[src/rtl/melody_sequencer.sv]
// Multi-voice gate/pitch step sequencer with square oscillators and a sigma-delta PWM mixer.
// Define MELODY_SEQ_LEGATO_EN to drop the half-step articulation mask (full-step gates).
module melody_sequencer #(
    parameter int STEPS  = 16,
    parameter int VOICES = 2,
    parameter int DIV_W  = 20,
    localparam int SW = $clog2(STEPS),
    localparam int VW = (VOICES > 1) ? $clog2(VOICES) : 1
) (
    input  logic              clk,
    input  logic              rst,
    input  logic              run,
    input  logic [VW-1:0]     rec_voice,
    input  logic              gate_set,
    input  logic              gate_clear,
    input  logic              pitch_wr,
    input  logic [3:0]        pitch_in,
    output logic [SW-1:0]     step,
    output logic              step_tick,
    output logic [VOICES-1:0] voice_gate,
    output logic              pwmout
);

    localparam int AW = $clog2(VOICES) + 2;

    logic [DIV_W-1:0]  r_presc;
    logic [SW-1:0]     r_step;
    logic              r_tick;
    logic [STEPS-1:0]  r_gate  [VOICES];
    logic [3:0]        r_pitch [VOICES][STEPS];
    logic [17:0]       r_phase [VOICES];
    logic [AW-1:0]     r_acc;
    logic              r_pwm;

    logic [17:0]       w_inc   [VOICES];
    logic [VOICES-1:0] w_vgate;
    logic [AW-1:0]     w_level;
    logic [AW-1:0]     w_sum;
    logic              w_art;
    logic              w_edit_ok;
    logic              w_pmax;

    function automatic logic [17:0] f_inc(input logic [3:0] p);
        logic [17:0] base;
        case (p[2:0])
            3'd0:    base = 18'd5715;
            3'd1:    base = 18'd6415;
            3'd2:    base = 18'd7201;
            3'd3:    base = 18'd7629;
            3'd4:    base = 18'd8563;
            3'd5:    base = 18'd9612;
            3'd6:    base = 18'd10789;
            default: base = 18'd11430;
        endcase
        return p[3] ? {base[16:0], 1'b0} : base;
    endfunction

`ifdef MELODY_SEQ_LEGATO_EN
    assign w_art = 1'b1;
`else
    assign w_art = ~r_presc[DIV_W-1];
`endif

    assign w_pmax    = &r_presc;
    assign w_edit_ok = 32'(rec_voice) < 32'(VOICES);

    always_comb begin
        w_level = '0;
        for (int v = 0; v < VOICES; v++) begin
            w_inc[v]   = f_inc(r_pitch[v][r_step]);
            w_vgate[v] = run & r_gate[v][r_step] & w_art;
            w_level    = w_level + AW'(w_vgate[v] & r_phase[v][17]);
        end
        w_sum = r_acc + w_level;
    end

    // Prescaler and step counter only move while running
    always_ff @(posedge clk or posedge rst) begin
        if (rst) begin
            r_presc <= '0;
            r_step  <= '0;
            r_tick  <= 1'b0;
        end else begin
            r_tick <= 1'b0;
            if (run) begin
                r_presc <= r_presc + DIV_W'(1);
                if (w_pmax) begin
                    r_tick <= 1'b1;
                    if (r_step == SW'(STEPS - 1))
                        r_step <= '0;
                    else
                        r_step <= r_step + SW'(1);
                end
            end
        end
    end

    // Edits target the step currently shown, so a max-cycle edit hits the outgoing step
    always_ff @(posedge clk or posedge rst) begin
        if (rst) begin
            for (int v = 0; v < VOICES; v++) begin
                r_gate[v] <= '0;
                for (int s = 0; s < STEPS; s++)
                    r_pitch[v][s] <= '0;
            end
        end else if (w_edit_ok) begin
            if (gate_clear)
                r_gate[rec_voice][r_step] <= 1'b0;
            else if (gate_set)
                r_gate[rec_voice][r_step] <= 1'b1;
            if (pitch_wr)
                r_pitch[rec_voice][r_step] <= pitch_in;
        end
    end

    always_ff @(posedge clk or posedge rst) begin
        if (rst) begin
            for (int v = 0; v < VOICES; v++)
                r_phase[v] <= '0;
        end else begin
            for (int v = 0; v < VOICES; v++)
                r_phase[v] <= r_phase[v] + w_inc[v];
        end
    end

    // First-order sigma-delta: density of ones tracks level/VOICES
    always_ff @(posedge clk or posedge rst) begin
        if (rst) begin
            r_acc <= '0;
            r_pwm <= 1'b0;
        end else if (w_sum >= AW'(VOICES)) begin
            r_acc <= w_sum - AW'(VOICES);
            r_pwm <= 1'b1;
        end else begin
            r_acc <= w_sum;
            r_pwm <= 1'b0;
        end
    end

    assign step       = r_step;
    assign step_tick  = r_tick;
    assign voice_gate = w_vgate;
    assign pwmout     = r_pwm;

endmodule

[config.mk]
export PLATFORM = sky130hd
export DESIGN_NAME = melody_sequencer
export DESIGN_NICKNAME = d
export VERILOG_FILES = /design/src/rtl/melody_sequencer.sv
export SDC_FILE = /design/constraint.sdc
export NUM_CORES = 1
export LEC_CHECK = 0
export BUFFER_PORTS_ARGS = -buffer_cell sky130_fd_sc_hd__buf_2
export CORE_MARGIN = 3
export CORE_UTILIZATION = 42
export CTS_CLUSTER_DIAMETER = 120
export DETAILED_ROUTE_END_ITERATION = 7
export PLACE_DENSITY_LB_ADDON = 0.08
export SLEW_MARGIN = 0
export SYNTH_ARGS = -nofsm -noshare
export SYNTH_HDL_FRONTEND = slang
export SYNTH_SLANG_ARGS = --single-unit
[constraint.sdc]
create_clock -name clk -period 6.3 [get_ports clk]
set_input_delay 0 -clock clk [delete_from_list [all_inputs] [get_ports clk]]
set_output_delay 0 -clock clk [all_outputs]
set_load 0.02 [all_outputs]
Word-level counts from Yosys, hierarchy flattened
Cells that the tools add are included.

operators by class
  add/sub/neg operators = 7
  magnitude comparators = 7
  eq/ne operators = 13
  multiplexer cells = 30
  bitwise logic cells = 12
  reductions and logical operators = 8

operators by type and width
  cell                                                  number
  case mux 14 bit (7 select lines)                      2
  bitwise mux 128 bit                                   1
  demux 64 bit (select 1 bit)                           1
  2-to-1 mux 32 bit                                     2
  2-to-1 mux 64 bit                                     1
  adder 18 bit                                          2
  2-to-1 mux 18 bit                                     2
  AND 32 bit                                            1
  binary-select mux 4 bit (select 4 bit)                2
  NOT 32 bit                                            1
  bitwise OR 32 bit                                     1
  2-to-1 mux 4 bit                                      6
  AND reduction 21 bit                                  1
  adder 20 x 1 -> 20 bit (second input constant)        1
  AND reduction 20 bit                                  1
  equality test 3 bit (second input constant)           6
  demux 16 bit (select 1 bit)                           1
  demux 4 bit (select 4 bit)                            1
  2-to-1 mux 16 bit                                     1
  equality test 3 x 2 -> 1 bit (second input constant)  4
  binary-select mux 1 bit (select 4 bit)                2
  AND 1 bit                                             6
  equality test 3 x 1 -> 1 bit (second input constant)  2
  logical NOT 3 bit                                     2
  other kinds (20)                                      27

storage, ports and cells
  register bits = 225
  input bits = 11
  output and inout bits = 8
  logic and storage cells = 118

Depth between registers and ports, before layout
  word-level depth = 9
  mapped depth = 17
  depth with buffers taken out = 13

Worst setup path before layout
OpenSTA, ideal clock, no wires.

  path kind = register to register
  start point = reg r_step[1], in the netlist step[1]
  end point = reg r_phase[13] (netlist name)
  library setup time = 131 ps
  arrival = 3957 ps
  data required time = 6169 ps
  slack = 2212 ps
  stages on the path, launching flop included = 15
  buffers on the path = 2
  period minus slack after synthesis = 4088 ps
  cell sequence = dfrtp_1 clkbuf_1 clkbuf_1 mux4_2 a22o_1 a221oi_4 nor2_1 xnor2_1 ha_1 a21o_1 a21oi_1 o21bai_1 a211oi_1 nor3_1 or3_1

on the way
  longest elaborated chain between the ends = 8
  elaborated cells between the ends (all ways) = 14
  those cells by class = add/sub (1); eq/ne (6); mux (5); bitwise (1); reduce/logical (1)

RTL lines
  item                                                     RTL line  source
  start: declaration                                       27        logic [SW-1:0] r_step;
  start signal: assignment                                 92        r_step <= r_step + SW'(1);
  NOT 4 -> 5 bit (implied by the code) (*)                 70        w_inc[v] = f_inc(r_pitch[v][r_step]);
  binary-select mux 4 bit (select 4 bit) (*)               70
  2-to-1 mux 4 bit (implied by the code) (*) (2 in a row)  70
  equality test 3 bit (tied with other cells)              45        case (p[2:0])
  case mux 14 bit (7 select lines)                         45
  2-to-1 mux 18 bit (*)                                    55        return p[3] ? {base[16:0], 1'b0} : base;
  adder 18 bit (*)                                         122       r_phase[v] <= r_phase[v] + w_inc[v];
  end signal: indexed assignment                           122
  end: declaration                                         31        logic [17:0] r_phase [VOICES];

Mark *: on every way between the ends. The rest lies on a longest branch, timed or not. The select of a mux whose other input is x is not followed.
A chain may end at the register's enable or synchronous reset.

Worst setup path in the final report
  start point = reg r_step[0], in the netlist step[0]
  end point = reg r_phase[17] (netlist name)

Same word-level chain as after synthesis.

==> results <==
- The run finished with clean final reports.
- The most frequent standard cell in the layout excluding fill and tap cells is sky130_fd_sc_hd__dfrtp_1.
- For this run, the total global-route usage over all layers was measured as 0.172.
- In this run the number of H-tree levels came out at 1.
- Counting stages on the worst path, the most repeated cell is sky130_fd_sc_hd__nand2_1.
- The kind of path behind the tightest hold check is in2reg.
- The tool flagged a number of max-cap violations equal to 0.
- The kind of start point of the critical path is a flop.
- The signal on the critical path passes through buf_4 > mux4_2 > a221oi_2 > nand2_1 > o21ai_0 > a21boi_0 > ha_1 > and2_1 > a2111oi_0 > nand2_1 > a2111o_1 > nand2_1 > xnor2_1.
- The pin count of the biggest net entering global routing is 112.
- The critical path class is reg2reg.
- Once the clock tree was built, the resizer swapped 0 gates to a different size.
- The repair_antennas step left the layout with diodes totalling 0.
- The die is 173 um wide.
- Row generation in the floorplan step produced 60 rows.
- For this run, the post-layout net count is 1026.
- Measured against its own limit, the worst slew margin works out to 0.379.
- The routability congestion estimate is 0.777.
- The largest single stage delay on the critical path is 0.76 ns.
- The number of antenna violations at the first check in global routing is 0.
- The number of buffers inserted to repair setup after CTS is 0.
- The ratio of total power to cell area is 360 nW/um^2.
- No sink is reached through more buffers than the 3 on the longest clock path.
- In the final layout, the share of cells above drive strength 1 is 0.254.
- In the final routed layout, each cell accounts on average for 18.5 um.
- VDD sags by at most 0.000218 V.
- By area the synthesized netlist is led by sky130_fd_sc_hd__dfrtp_1 (48%), sky130_fd_sc_hd__mux2_2 (12%), sky130_fd_sc_hd__mux4_2 (6.9%), sky130_fd_sc_hd__ha_1 (3.9%), sky130_fd_sc_hd__a21oi_1 (3.8%).
- The final core utilization is 0.478.
- The synthesis-to-layout area growth is 10.7%.
- Input and output buffers added on the ports amount to 18.
- Leaving out fill and tap cells, the most frequent cells in the layout are sky130_fd_sc_hd__dfrtp_1 (223), sky130_fd_sc_hd__mux2_2 (129), sky130_fd_sc_hd__a21oi_1 (89).
- The number of nets in the synthesized netlist is 1026.
- The vertical die dimension is 173 um.
- The post-detailed-placement half-perimeter wirelength is 16900 um.
- The initial utilization of the core area, before any placement, comes to 0.432.
- In this run the worst path has a maximum fanout of 19.
- The number of setup violations in the final report is 0.
- The share of the clock period used by the worst path after layout is 0.795.
- The maximum frequency from static timing analysis is 0.200 GHz.
- The arrival time reported for the critical path endpoint is 5.47 ns.
- The count of flip-flops with a built-in enable after synthesis is 0.
- The kind of end point of the critical path is a flop.
- The mean instance size in the synthesized netlist is 12.0 um^2.
- The largest area contributor in the synthesized netlist is sky130_fd_sc_hd__dfrtp_1.
- After detailed placement, the design holds a cell count of 1316.
- The total via count in the routed design is 7437.
- The number of global-route vias before repair is 7647.
- At the worst endpoint, the required time is 6.77 ns.
- Of all flip-flops after synthesis, the portion carrying an async set or reset was 1.00.
- After synthesis the cells add up to 11700 um^2.
- The final-report max-slew violation count came to 0.
- The first-iteration detailed-routing DRC count is 502.
- After synthesis the netlist holds a flip-flop and latch count of 225.
- The number of nets still failing antenna checks after routing is 0.
- At the later pin of the worst-skew pair, clock insertion delay measures 0.55 ns.
- The number of standard cells in the layout, taps in and fillers out is 1367.
- The total area inside the core boundary comes to 27200 um^2.
- The count of final hold-check violations is 0.
- The number of distinct library cells after synthesis is 66.
- The count of warnings emitted by yosys is 0.
- The summed negative setup slack over all endpoints is 0 ns.
- The root cell of the clock tree is sky130_fd_sc_hd__clkbuf_16.
- Setup repair after global routing left no endpoint under its margin.
- The slowest stage of the critical path belongs to the cell sky130_fd_sc_hd__dfrtp_2.
- For this design, the CTS-stage hold fixing added 2 buffers.
- The first-pass iteration count of the detailed router is 6.
- The CTS tree is done.
- The clock skew is 0.0158 ns.
- The first-pass GRT wire length is 42300 um.
- The sequential fraction of the synthesis area is 0.480.
- The leakage dissipation is 6.04 nW.
- For this run, the leading register cell type out of synthesis is sky130_fd_sc_hd__dfrtp_1.
- Summed over all layers, the routed wires come to 25300 um.
- For the finished layout, the period the worst path requires is 5.01 ns.
- The number of top-level pins is 19.
- For the pin with the worst max-slew slack, the measured transition is 0.931 ns.
- The residual DRC count is 0.
- The clock transition at the registers of the reported paths is 0.06 ns.
- The clock net in this run drives a total of 225 sinks.
- TritonCTS created 27 clock buffers.
- The number of standard cells after synthesis is 975.
- The fraction of synthesized cell area taken by the top area cell type is 0.480.
- Dividing the detail-routed via count by the number of cells gives 5.44.
- The floorplan step defined a die boundary enclosing 30000 um^2.
- The final global-route overflow total is 0.
-- layout make-up --
type                    instances  area, um^2
inverters                      16        67.6
repair buffers                 28         170
flip-flops and latches        225        5630
clock inverters                10        96.3
clock buffers                  39         791
well taps                     372         465
multi-input cells             677        5760
fillers                      2509       14200
-- cells by family after synthesis --
family          after synthesis  synth area share
flops                       225             0.480
simple gates                208            0.0836
compound gates              204             0.116
mux                         172             0.207
buf+inv                      73            0.0292
xor+xnor                     53            0.0396
fa+ha+maj                    40            0.0446
-- worst paths after layout --
path                             start     endpoint  slack, ns  cells past startpoint
max                            step[0]  r_phase[17]       1.29                     13
min                         gate_clear         flop       0.04                      3
max reg2reg                    step[0]  r_phase[17]       1.29                     13
min reg2reg                r_phase[34]  r_phase[34]       0.47                      1
max in group asynchronous          rst  r_pitch[91]       4.75                      4
min in group asynchronous          rst    async pin       0.11                      3
-- metrics by stage --
step / power (mW) / hold WS, ns / instance area (um^2) / setup slack, ns
floorplan: 2.88 / 0.0910 / 11700 / 0.137
global placement: 3.15 / 0.207 / 12100 / 1.37
detailed placement: 3.16 / 0.216 / 12100 / 1.31
CTS: 4.73 / 0.0146 / 13000 / 1.26
global route: 5.02 / 0.0442 / 13000 / 0.664
finish: 4.67 / 0.0446 / 13000 / 1.29
-- Yosys cell counts (all sizes together), types with 3 or more instances --
cell type	number
o22ai	5
nand2	47
a22oi	3
inv	16
o21a	9
and3	7
a22o	7
xnor2	40
nand3	15
nand2b	8
a21o	18
xor2	13
clkbuf	38
a221oi	12
o21ai	22
mux4	42
mux2	129
a211oi	6
or2	3
o21bai	3
nor2b	10
a221o	3
and2	15
buf	19
nor2	78
a21oi	89
dfrtp	225
nand4	7
a31oi	6
fa	3
nor3	6
ha	37
nand3b	5
-- per-layer routing --
layer	share of wire	track usage	wire [um]	vias to the layer above
met5	0	0	0	-
li1	-	-	-	3560
met4	0.025	0.0436	624	0
met3	0.031	0.0274	784	46
met1	0.50	0.259	12600	3747
met2	0.44	0.259	11200	84
-- worst max-delay path: cells and delay by family, from the launching register on --
family | cells | cell delay (ns)
AO/OA/AOI/OAI | 5 | 2.22
XOR/XNOR | 1 | 0.12
adder cells (fa/ha/maj) | 1 | 0.31
buffers and inverters | 1 | 0.36
flip-flops | 1 | 0.76
multiplexers | 1 | 0.54
AND/OR/NAND/NOR | 4 | 0.61
-- report_power, final --
group	switching, mW	internal, mW	total (mW)
Sequential	0.0900	1.63	1.72
Combinational	0.780	0.626	1.41
Clock	0.627	0.915	1.54
Note: power is estimated with default switching activity, not from simulation.
